<file path="src/rtl/boot_pkg.sv">
// Shared types and constants for the Harvard-bus boot sequencer.
// Register window offsets, bus widths and the sequencer state encoding.
package boot_pkg;

    localparam int XT_BUS_AW = 32;
    localparam int XT_BUS_DW = 32;
    localparam int TX_DW     = 8;
    localparam int STR_AW    = 6;
    localparam int CNT_W     = 7;

    localparam logic [XT_BUS_AW-1:0] OFF_DEBUG    = 32'd0;
    localparam logic [XT_BUS_AW-1:0] OFF_STR_ADDR = 32'd1;
    localparam logic [XT_BUS_AW-1:0] OFF_STR_DATA = 32'd2;

    localparam logic [TX_DW-1:0] RUN_KEY_DEF = 8'hF0;

    typedef enum logic [3:0] {
        S_IDLE,
        S_PROBE,
        S_PROBE_W,
        S_SETPTR,
        S_STR_RD,
        S_STR_W,
        S_EMIT,
        S_HANDOFF,
        S_KEY,
        S_DONE
    } boot_state_t;

    function automatic logic [XT_BUS_AW-1:0] reg_addr(
        input logic [XT_BUS_AW-1:0] base,
        input logic [XT_BUS_AW-1:0] off
    );
        return base + off;
    endfunction

endpackage

</file>
<file path="src/rtl/boot_stall_timer.sv">
// Stall counter with clear/enable; expires on the LIMIT-th enabled cycle.
// Used by hb_boot_sequencer only when HB_BOOT_TX_TIMEOUT_EN is defined.
module boot_stall_timer #(
    parameter int LIMIT = 1024
) (
    input  logic i_clk,
    input  logic i_rst_n,
    input  logic i_clr,
    input  logic i_en,
    output logic o_expire
);

    localparam int W = $clog2(LIMIT) + 1;

    logic [W-1:0] r_cnt;

    always_ff @(posedge i_clk or negedge i_rst_n) begin
        if (!i_rst_n) begin
            r_cnt <= '0;
        end else if (i_clr) begin
            r_cnt <= '0;
        end else if (i_en) begin
            r_cnt <= r_cnt + 1'b1;
        end
    end

    assign o_expire = i_en && (r_cnt == W'(LIMIT - 1));

endmodule

</file>
<file path="src/rtl/hb_boot_sequencer.sv">
// Boot sequencer: probes download mode, streams the ROM banner, writes run key.
// Optional tx_ready stall timeout is enabled by defining HB_BOOT_TX_TIMEOUT_EN.
module hb_boot_sequencer
    import boot_pkg::*;
#(
    parameter logic [XT_BUS_AW-1:0] BASE_ADDR   = 32'h0,
    parameter logic [STR_AW-1:0]    STR_START   = 6'd0,
    parameter int                   MAX_LEN     = 64,
    parameter logic [TX_DW-1:0]     RUN_KEY     = RUN_KEY_DEF,
    parameter int                   TIMEOUT_CYC = 1024
) (
    input  logic                 hb_clk,
    input  logic                 rst_n,
    input  logic                 start,
    output logic                 hb_ren,
    output logic [XT_BUS_AW-1:0] hb_raddr,
    output logic                 hb_wen,
    output logic [XT_BUS_AW-1:0] hb_waddr,
    output logic [XT_BUS_DW-1:0] hb_wdata,
    input  logic [XT_BUS_DW-1:0] hb_rdata,
    output logic [TX_DW-1:0]     tx_data,
    output logic                 tx_valid,
    input  logic                 tx_ready,
    output logic                 dl_req,
    input  logic                 dl_done,
    output logic                 busy,
    output logic                 done,
    output logic                 aborted
);

    localparam logic [CNT_W-1:0] LP_MAX = CNT_W'(MAX_LEN);

    if (MAX_LEN < 1 || MAX_LEN > 64 || TIMEOUT_CYC < 2) begin : g_cfg_err
        $error("hb_boot_sequencer: parameter out of range");
    end

    boot_state_t        r_state;
    boot_state_t        w_state_nxt;
    logic               r_dl_mode;
    logic [TX_DW-1:0]   r_tx_data;
    logic [CNT_W-1:0]   r_cnt;
    logic               w_expire;
    logic               w_start_ok;
    logic [XT_BUS_DW-9:0] w_unused_rdata;

    assign w_unused_rdata = hb_rdata[XT_BUS_DW-1:8];
    assign w_start_ok = start && (r_state == S_IDLE || r_state == S_DONE);

`ifdef HB_BOOT_TX_TIMEOUT_EN
    logic w_stall;
    logic r_aborted;

    assign w_stall = (r_state == S_EMIT) && !tx_ready;

    // Clearing whenever not stalled covers both acceptance and leaving EMIT.
    boot_stall_timer #(
        .LIMIT (TIMEOUT_CYC)
    ) u_stall (
        .i_clk    (hb_clk),
        .i_rst_n  (rst_n),
        .i_clr    (!w_stall),
        .i_en     (w_stall),
        .o_expire (w_expire)
    );

    always_ff @(posedge hb_clk or negedge rst_n) begin
        if (!rst_n) begin
            r_aborted <= 1'b0;
        end else if (w_start_ok) begin
            r_aborted <= 1'b0;
        end else if (w_expire) begin
            r_aborted <= 1'b1;
        end
    end

    assign aborted = r_aborted;
`else
    assign w_expire = 1'b0;
    assign aborted  = 1'b0;
`endif

    always_ff @(posedge hb_clk or negedge rst_n) begin
        if (!rst_n) begin
            r_state <= S_IDLE;
        end else begin
            r_state <= w_state_nxt;
        end
    end

    always_comb begin
        w_state_nxt = r_state;
        hb_ren      = 1'b0;
        hb_raddr    = '0;
        hb_wen      = 1'b0;
        hb_waddr    = '0;
        hb_wdata    = '0;
        unique case (r_state)
            S_IDLE: begin
                if (start) w_state_nxt = S_PROBE;
            end
            S_PROBE: begin
                hb_ren      = 1'b1;
                hb_raddr    = reg_addr(BASE_ADDR, OFF_DEBUG);
                w_state_nxt = S_PROBE_W;
            end
            S_PROBE_W: begin
                w_state_nxt = S_SETPTR;
            end
            S_SETPTR: begin
                hb_wen      = 1'b1;
                hb_waddr    = reg_addr(BASE_ADDR, OFF_STR_ADDR);
                hb_wdata    = {26'b0, STR_START};
                w_state_nxt = S_STR_RD;
            end
            S_STR_RD: begin
                hb_ren      = 1'b1;
                hb_raddr    = reg_addr(BASE_ADDR, OFF_STR_DATA);
                w_state_nxt = S_STR_W;
            end
            S_STR_W: begin
                if (hb_rdata[7:0] == 8'h00) w_state_nxt = S_HANDOFF;
                else                        w_state_nxt = S_EMIT;
            end
            S_EMIT: begin
                if (tx_ready) begin
                    if (r_cnt == LP_MAX) w_state_nxt = S_HANDOFF;
                    else                 w_state_nxt = S_STR_RD;
                end else if (w_expire) begin
                    w_state_nxt = S_HANDOFF;
                end
            end
            S_HANDOFF: begin
                if (!r_dl_mode || dl_done) w_state_nxt = S_KEY;
            end
            S_KEY: begin
                hb_wen      = 1'b1;
                hb_waddr    = reg_addr(BASE_ADDR, OFF_DEBUG);
                hb_wdata    = {24'b0, RUN_KEY};
                w_state_nxt = S_DONE;
            end
            S_DONE: begin
                if (start) w_state_nxt = S_PROBE;
            end
            default: w_state_nxt = S_IDLE;
        endcase
    end

    always_ff @(posedge hb_clk or negedge rst_n) begin
        if (!rst_n) begin
            r_dl_mode <= 1'b0;
            r_tx_data <= '0;
            r_cnt     <= '0;
        end else begin
            if (r_state == S_PROBE_W) r_dl_mode <= hb_rdata[0];
            if (r_state == S_SETPTR)  r_cnt     <= '0;
            if (r_state == S_STR_W) begin
                r_tx_data <= hb_rdata[7:0];
                r_cnt     <= r_cnt + 1'b1;
            end
        end
    end

    assign tx_data  = r_tx_data;
    assign tx_valid = (r_state == S_EMIT);
    assign dl_req   = (r_state == S_HANDOFF) && r_dl_mode;
    assign busy     = (r_state != S_IDLE) && (r_state != S_DONE);
    assign done     = (r_state == S_DONE);

endmodule

</file>
<file path="config.mk">
export PLATFORM = sky130hd
export DESIGN_NAME = hb_boot_sequencer
export DESIGN_NICKNAME = d
export VERILOG_FILES = /design/src/rtl/boot_pkg.sv /design/src/rtl/boot_stall_timer.sv /design/src/rtl/hb_boot_sequencer.sv
export SDC_FILE = /design/constraint.sdc
export NUM_CORES = 1
export LEC_CHECK = 0
export ABC_AREA = 1
export CORE_MARGIN = 3
export CORE_UTILIZATION = 30
export DETAILED_ROUTE_END_ITERATION = 7
export PLACE_DENSITY = 0.77
export SYNTH_ARGS = -nofsm -noshare
export SYNTH_HDL_FRONTEND = slang
export SYNTH_SLANG_ARGS = --single-unit
</file>
<file path="constraint.sdc">
create_clock -name hb_clk -period 1.3 [get_ports hb_clk]
set_input_delay 0.39 -clock hb_clk [delete_from_list [all_inputs] [get_ports hb_clk]]
set_output_delay 0.39 -clock hb_clk [all_outputs]
set_load 0.02 [all_outputs]
</file>
# Word level (Yosys, flattened, before mapping)
# Cells that the tools add are included.
# totals
inputBits	37
ff_bits	20
wordCells	44
# op_classes
n_eq_ne	14
n_reduce_logical	12
mux	13
addsub	1
# op_table
operator	count
$pmux W4 S9	1
$eq A4 B3 Y1 const B	4
$mux W7	2
$mux W4	3
$eq A4 B2 Y1 const B	2
$eq A4 B4 Y1 const B	2
$logic_not A8 Y1	1
$mux W8	1
$add A7 B1 Y7 const B	1
$eq A7 B7 Y1 const B	1
$reduce_or A2 Y1	3
$eq A4 B1 Y1 const B	1
$logic_not A4 Y1	1
$mux W1	4
$mux W2	2
$ne A2 B1 Y1 const B	2
$ne A4 B4 Y1 const B	1
$reduce_bool A4 Y1	1
$reduce_and A3 Y1	1
$logic_and A1 B1 Y1	2
$ne A2 B2 Y1 const B	1
$reduce_bool A2 Y1	1
$logic_not A1 Y1	1
$logic_or A1 B1 Y1	1

# Longest topological paths before layout
# Gate-level depths: netlist of run 1.
# depth
depth_word	4
ltp_mapped	10
depth_no_buf	10

# Worst setup path before layout of run 1
# OpenSTA, ideal clock, no wires.
# synth_path
kind	register to output
start	reg r_state[1]
end	out hb_wdata[5]
required_time_ps	910
stages_incl_launch_ff	5
arrival_time_ps	1080
slack_ps	-170
cell_sequence	dfrtp_1 > nor2_1 > nand2_1 > inv_1 > buf_4
# synth_between
elab_chain_cells	2
# synth_rtl
item	line	source
from (decl)	hb_boot_sequencer.sv:37	boot_state_t r_state;
from (signal assigned)	hb_boot_sequencer.sv:86	r_state <= w_state_nxt;
$eq A4 B4 Y1	hb_boot_sequencer.sv:97	unique case (r_state)
$mux W8	hb_boot_sequencer.sv:97	
to (decl)	hb_boot_sequencer.sv:19	output logic [XT_BUS_DW-1:0] hb_wdata,
# Every way passes these cells.

# Final worst setup path of run 1
# layout_path
start	reg r_state[3]
end	out hb_raddr[1]
# layout_between
elab_chain_cells	2
# layout_rtl
item	line	source
$eq A4 B3 Y1	hb_boot_sequencer.sv:97	
$mux W2	hb_boot_sequencer.sv:97	
to (decl)	hb_boot_sequencer.sv:16	output logic [XT_BUS_AW-1:0] hb_raddr,
# Every way passes these cells.

==> results of run 1 <==
==> power by group through the flow <==
| stage | Sequential [W] | Combinational, W | Clock (W) |
|---|---|---|---|
| 2_1_floorplan | 0.00116 | 0.00140 | 0 |
| 3_3_place_gp | 0.00103 | 0.00222 | 0 |
| 3_5_place_dp | 0.00103 | 0.00225 | 0 |
| 4_1_cts | 0.00106 | 0.00243 | 0.000485 |
| 5_1_grt | 0.00112 | 0.00314 | 0.000514 |
| 6_report | 0.00109 | 0.00290 | 0.000473 |
==> synthesized netlist by cell type (all sizes together) <==
master   n
nand3    8
nor2    26
xnor2    1
buf     96
ha       2
o21ai   13
dfrtp   20
nand2   50
inv     28
conb     1
a21oi    5
==> state kept, by name (all words and copies together) (netlist names) <==
name       count
tx_data        8
r_dl_mode      1
r_cnt          7
r_state        4
==> per-layer routing <==
| layer | part of all wire [%] | vias up |
|---|---|---|
| met5 | 0 | - |
| met4 | 0 | 0 |
| met3 | 12 | 0 |
| met2 | 54 | 83 |
| met1 | 35 | 644 |
| li1 | - | 691 |
==> cell type report <==
class / instances / area, um2
Timing Repair Buffer: 63 / 578
Tap cell: 72 / 90.1
Fill cell: 591 / 3350
Sequential cell: 20 / 504
Clock buffer: 4 / 55.1
Inverter: 28 / 119
Multi-Input combinational cell: 196 / 1010
==> timing repair <==
item | CTS | global route
gates resized for setup | 125 | 56
buffers inserted | 7 | 6
pin swaps | 11 | 11
cloned | 0 | 1
endpoints found under the setup margin | 38 | 35
==> final timing paths <==
check,depth (start not counted),to,startpoint
min,2,tx_data[4],rst_n
min in group hb_clk,2,tx_data[1],tx_data[1]
min reg2reg,2,tx_data[1],tx_data[1]
max,6,hb_raddr[1],r_state[3]
max in group asynchronous,2,r_state[0],rst_n
max reg2reg,10,r_cnt[6],r_state[3]
==> cells by family after synthesis <==
family                   after synthesis
flip-flops                            20
adder cells (fa/ha/maj)                2
AND/OR/NAND/NOR                       84
AO/OA/AOI/OAI                         18
XOR/XNOR                               1
other                                  1
buffers and inverters                124
==> stage by stage <==
| step | total power, W | std cells | hold WS (ps) | TNS, ps | area, um2 |
|---|---|---|---|---|---|
| floorplan | 0.00256 | 340 | 94.4 | -138 | 2190 |
| global placement | 0.00324 | 368 | 469 | -6550 | 2030 |
| detailed placement | 0.00328 | 368 | 475 | -7260 | 2030 |
| CTS | 0.00398 | 377 | 476 | -3800 | 2180 |
| global route | 0.00477 | 383 | 490 | -7880 | 2360 |
| finish | 0.00446 | 383 | 471 | -5800 | 2360 |
==> results.cfg, run 1 <==
[global_routing]
grt-busiest-layer = met2
grt_use_met2_pct = 16.1
grt_pass1_wl_um = 5180
grt.met1_usage_pct = 10.0
antenna_found_initial = 0
grt_usage_pct = 8.65
grt_pass1_vias = 1212
grt_max_degree = 21
grt_remaining_overflow = 0
use_met3_pct = 2.65

[timing]
drv_slew = 0
finalCritPeriodShare_pct = 125
hold_viol_final = 0
rsz0062_at_grt = true
timing.fmax_ghz = 0.616
final-setup-viol-count = 31
finClkSkew_ps = 1.76
fin_ws_ps = -324
period_needed_ps = 1620

[route]
antenna_left = 0
viasPerCell = 3.70
drc = 0
via_count = 1418
dr.pass1.iters = 4
drt_wl_total_um = 3650
routedWlPerCell_um = 9.53
dr.first_iter.drc_count = 53

[finish]
final_nets = 351
utilization_pct = 41.3
final_common_cell = conb_1
final_cell_mix = conb_1, nand2_1, buf_4
areaGrowthSynthToFinish_pct = 28.0
n_antenna_cell = 0
drive_above_1_share_pct = 38.3

[setup_path]
crit_type = register to primary output
required_ps = 910
critPathTopFamily = flip-flops
cp.arrival_ps = 1230
reg2reg_slack_ps = -190
end_kind = primary output
cpMostUsedCell = nand2_2
worstPathMaxFanout = 4
critPathBufInv = 4
critPathMaxStageDelay_ps = 430
crit_chain = inv_2 > nand2_2 > inv_4 > nand2_2 > inv_1 > buf_4
slowest_stage = dfrtp_1
cp-start-kind = register

[power_and_ir_drop]
p_leak_nw = 1.32
power.share.switching_pct = 47.3
clock_power_share_pct = 10.6
p_int_w = 0.00235
combPwrFrac_pct = 64.9
power_frac_seq_pct = 24.4
vdd_drop_max_v = 0.000921
power_density_nw_per_um2 = 1890
switchingPower_w = 0.00211

[clock_tree]
insertion_delay_ps = 260
ctsHoldBuffers = 0
clock_path_buffers = 2
path_clk_slew_ps = 70
root_buffer = clkbuf_8
numCtsBuffers = 3
ctsHtreeMaxLevel = 1
cts_tree = yes
clkSinkCount = 20

[synth]
ys_types = 18
yosys_warnings = 0
synth_top_cell_by_area = buf_4
synth-simple-area-share_pct = 19.3
syn_inst = 250
ys_seq_area_share_pct = 27.2
synth_seq_cells = 20
synth_fa_ha_area_share_pct = 1.36
synth_xor_area_share_pct = 0.475
synthTopCellsByArea = buf_4, dfrtp_1, nand2_1
syn_area_per_cell_um2 = 7.37
synth_compound_area_share_pct = 6.31
synth_top_family_by_area = buffers and inverters
syn_area_um2 = 1840
muxShareOfSynthArea_pct = 0
synth_top_area_share_pct = 38.3

[status]
violations = negative setup slack
status = complete, but fails checks

[floorplanning]
row_count = 27
start_util_pct = 32.3
die-width_um = 84.4
core_area_um2 = 5710
dieArea_um2 = 7120
die_y_um = 84.4
ioPinCount = 148

[placement]
dp_hpwl_um = 2740
numPortBuffers = 32
detailedPlace.worstSlack_ps = -608
gp_congestion = 0.802

[run]
cap_violations = 0

[worst_hold_path]
hold_path_class = primary input to async pin
No activity file was read; power rests on OpenSTA's default activity.
==> run 2: changes to the inputs <==
- CELL_PAD_IN_SITES_DETAIL_PLACEMENT: unset -> 1
- CELL_PAD_IN_SITES_GLOBAL_PLACEMENT: unset -> 2
- CORE_UTILIZATION: 30 -> 14
- PLACE_DENSITY: 0.77 -> unset
- PLACE_DENSITY_LB_ADDON: unset -> 0.1
==> run 2 against run 1 <==
  * The flow still finishes with violations (negative setup slack)
  * Critical path depth shrank 1
  * Hold slack gained 17 ps
  * Die area grew 100%
  * Cell count grew 27%
  * Flip-flop and latch count is the same
  * Combinational power grew 6.9%
  * Sequential power is essentially flat
  * Worst setup slack gained 18 ps
  * Register-to-register slack gained 100 ps
  * Clock skew grew 0.53 ps
  * Wire length grew 30%
  * Maximum frequency grew 1.1%
  * Largest power group unchanged
  * Highest routed layer is now met4
==> results.cfg, run 2 (synthesized netlist as in run 1, its figures left out) <==
[timing]
rsz0062_at_grt = true
final-setup-viol-count = 22
period_needed_ps = 1610
hold_viol_final = 0
timing.fmax_ghz = 0.623
drv_slew = 0
finalCritPeriodShare_pct = 124
finClkSkew_ps = 2.29
fin_ws_ps = -306

[finish]
drive_above_1_share_pct = 39.7
largest_register_ffs = 8
final_cell_mix = conb_1, nand2_1, buf_4
final_common_cell = conb_1
utilization_pct = 20.8
areaGrowthSynthToFinish_pct = 43.3
final_nets = 355
n_antenna_cell = 0

[route]
wl_met3_um = 396
dr.first_iter.drc_count = 15
via_count = 1426
routedWlPerCell_um = 9.72
met1Wirelength_um = 2090
antenna_left = 0
viasPerCell = 2.93
drc = 0
wl_met2_um = 2200
maxUsedRoutingLayer = met4
dr.pass1.iters = 2
drt_wl_total_um = 4730

[floorplanning]
die_y_um = 121
start_util_pct = 14.5
die-width_um = 121
ioPinCount = 148
core_area_um2 = 12700
row_count = 41
dieArea_um2 = 14600

[setup_path]
crit_type = register to primary output
worstPathMaxFanout = 3
cp.arrival_ps = 1220
cp-start-kind = register
regToRegStartpoint = r_state[0]
end_kind = primary output
ff2ff_path_depth = 10
required_ps = 910
crit_path_start = r_state[2]

[placement]
detailedPlace.worstSlack_ps = -638
gp_congestion = 0.684
dp_hpwl_um = 3710
numPortBuffers = 32

[clock_tree]
clkSinkCount = 20
insertion_delay_ps = 260
clock_path_buffers = 2
cts_tree = yes
ctsHtreeMaxLevel = 1
numCtsBuffers = 3
ctsHoldBuffers = 0
root_buffer = clkbuf_16
path_clk_slew_ps = 70

[status]
status = complete, but fails checks
violations = negative setup slack

[run]
cap_violations = 0

[global_routing]
grt_usage_pct = 6.20
grt_pass1_vias = 1359
antenna_found_initial = 0
grt_max_degree = 21
grt_pass1_wl_um = 7090
grt_remaining_overflow = 0

[worst_hold_path]
hold_path_class = primary input to async pin

[power_and_ir_drop]
vdd_drop_max_v = 0.000364
power_density_nw_per_um2 = 1880
p_leak_nw = 1.38
## run 2: cell types whose count changed in the layout (fill, tap and decap cells not counted), sizes merged
cell	previous run	this run
buf	50	55
clkbuf	5	4
## run 2: per-layer routing
layer / vias to the layer above / track usage, %
li1: 702 / -
met3: 5 / 1.96
met5: - / 0
met2: 70 / 9.78
met1: 649 / 8.25
met4: 0 / 1.49
## run 2: final cells by class
cell class,count,area [um2]
clock buffer,4,88.8
timing repair buffer,67,631
sequential,20,505
multi-input combinational,196,1080
inverter,28,121
fill,1575,10100
tap,172,215
## run 2: worst max-delay path, stage by stage (launching register included)
cell	delay, ps
dfrtp_2	460
nor2_4	170
nand2_2	90
nand2_2	90
inv_2	40
buf_6	120
## run 2: power breakdown
group / switching, W / internal, W / leakage, nW / total (W)
logic: 0.00176 / 0.00134 / 1.08 / 0.00310
clock network: 0.000279 / 0.000471 / 0.0442 / 0.000750
registers: 0.000252 / 0.000864 / 0.251 / 0.00112
## run 2: stage by stage
step           total power, W  setup TNS (ps)  std cells  hold WS (ps)  cell area (um2)
2_1_floorplan         0.00256            -138        340          94.4             2190
3_3_place_gp          0.00351           -8630        474           466             2230
3_5_place_dp          0.00351           -9160        474           472             2230
4_1_cts               0.00469           -4830        484           486             2450
5_1_grt               0.00537           -5940        487           521             2640
6_report              0.00497           -3890        487           488             2640
## run 2: repair_timing
item | CTS | global route
endpoints found under the setup margin | 39 | 34
setup buffers | 8 | 6
cloned | 0 | 0
hold endpoints to repair | 0 | 0
pin swaps | 8 | 17
resized for setup | 141 | 58
## run 2: path summary, 6_finish.rpt
path	end	slack, ps
min reg2reg	tx_data[0]	490
min	r_cnt[3]	490
max reg2reg	r_state[1]	-90
min in group hb_clk	tx_data[0]	490
max in group asynchronous	r_state[3]	640
max	busy	-310
==> run 3: changes to the inputs <==
- CORE_UTILIZATION: 14 -> 17
- TNS_END_PERCENT: unset -> 5
- clock period: 1.3 -> 2.02 ns (I/O delays scaled with it)
==> run 3 against run 2 <==
  * The flow now finishes without violations
  * Non-clock buffer count is 19 lower
  * Clock skew hardly changed
  * Hold slack better by 2.9 ps
  * Critical endpoint is now hb_wdata[5]
  * Largest cell class unchanged
  * Largest power group unchanged
  * Highest routed layer unchanged
==> results.cfg, run 3 (synthesized netlist as in run 1, its figures left out) <==
[floorplanning]
die_y_um = 110
core_area_um2 = 10400
die-width_um = 110
row_count = 37
ioPinCount = 148
start_util_pct = 17.7
dieArea_um2 = 12100

[clock_tree]
insertion_delay_ps = 260
clock_path_buffers = 2
root_buffer = clkbuf_8
cts_tree = yes
ctsHoldBuffers = 0
numCtsBuffers = 3
ctsHtreeMaxLevel = 1
path_clk_slew_ps = 80
clkSinkCount = 20

[setup_path]
slowest_stage = dfrtp_1
required_ps = 1410
worstPathMaxFanout = 5
crit_chain = nor2_2 > nand2_2 > inv_2 > clkdlybuf4s15_2
cp-start-kind = register
critPathMaxStageDelay_ps = 430
end_kind = primary output
critPathTopFamily = flip-flops
critPathBufInv = 2
cp.arrival_ps = 1340
crit_type = register to primary output

[finish]
drive_above_1_share_pct = 18.0
nFillCells = 1315
largest_register_ffs = 8
areaGrowthSynthToFinish_pct = 13.4
utilization_pct = 20.1
final_cell_mix = conb_1, nand2_1, inv_1
final_nets = 336
final_common_cell = conb_1
instances_no_fill = 431
n_antenna_cell = 0
final_cell_area_um2 = 2090

[timing]
period_needed_ps = 1940
hold_viol_final = 0
final-setup-viol-count = 0
finalCritPeriodShare_pct = 96.1
drv_slew = 0
fin_setup_tns_ps = 0
rsz0062_at_grt = true
timing.fmax_ghz = 0.515
finClkSkew_ps = 2.16

[power_and_ir_drop]
vdd_drop_max_v = 0.000245
total_power_w = 0.00238
power_density_nw_per_um2 = 1140
p_leak_nw = 1.17

[route]
dr.pass1.iters = 3
viasPerCell = 3.07
drc = 0
routedWlPerCell_um = 9.71
antenna_left = 0
via_count = 1322
dr.first_iter.drc_count = 19
drt_wl_total_um = 4190

[placement]
dpl.cell_count = 426
postPlaceCellArea_um2 = 2050
numPortBuffers = 32
gp_congestion = 0.662
dp_hpwl_um = 3440

[global_routing]
grt_max_degree = 21
antenna_found_initial = 0
grt_usage_pct = 6.78
grt_remaining_overflow = 0
grt_pass1_vias = 1270
grt_pass1_wl_um = 6400

[run]
cap_violations = 0

[worst_hold_path]
hold_path_class = register to register

[status]
status = complete, no violations
run 3: cell type report:
cell class	count	area [um2]	area share (%)
multi-input cells	196	862	41.2
flip-flops and latches	20	500	23.9
clock buffers	3	41.3	1.97
well taps	136	170	8.14
inverters	28	105	5.03
repair buffers	48	412	19.7
run 3: per-stage QoR:
| stage | hold slack, ps | worst slack [ps] |
|---|---|---|
| 5_1_grt | 532 | -23.3 |
| 4_1_cts | 501 | -2.75 |
| 3_5_place_dp | 476 | -112 |
| 6_report | 491 | 78.7 |
| 2_1_floorplan | 310 | 334 |
| 3_3_place_gp | 466 | -105 |
run 3: path summary, 6_finish.rpt:
path | slack, ps | cells after the start | start | endpoint
max | 80 | 4 | r_state[0] | hb_wdata[5]
min | 490 | 2 | tx_data[1] | tx_data[1]
max reg2reg | 330 | 8 | r_state[0] | r_state[2]
min reg2reg | 490 | 2 | tx_data[1] | tx_data[1]
max in group asynchronous | 1090 | 2 | rst_n | r_dl_mode
min in group asynchronous | 690 | 2 | rst_n | r_cnt[5]
run 3: timing repair:
item	CTS	global route
buffers inserted	1	1
gates resized for setup	41	11
cloned	0	0
endpoints found under the setup margin	12	12
run 3: report_power, final:
| group | internal (W) | switching (W) |
|---|---|---|
| Sequential | 0.000548 | 0.000100 |
| Combinational | 0.000567 | 0.000891 |
| Clock | 0.000133 | 0.000145 |
| Total | 0.00125 | 0.00114 |
run 3: worst reg2reg max path: stages, from the launching register on:
cell	delay [ps]
dfrtp_1	430
buf_4	160
inv_2	70
nor2_4	40
buf_4	130
nand2_2	230
nand2_1	210
a21oi_1	200
o21ai_0	120
run 3: layer usage:
| layer | part of all wire, % | track usage [%] |
|---|---|---|
| met5 | 0 | 0 |
| met4 | 0.81 | 1.85 |
| met3 | 11 | 2.33 |
| met2 | 45 | 10.6 |
| met1 | 43 | 8.91 |
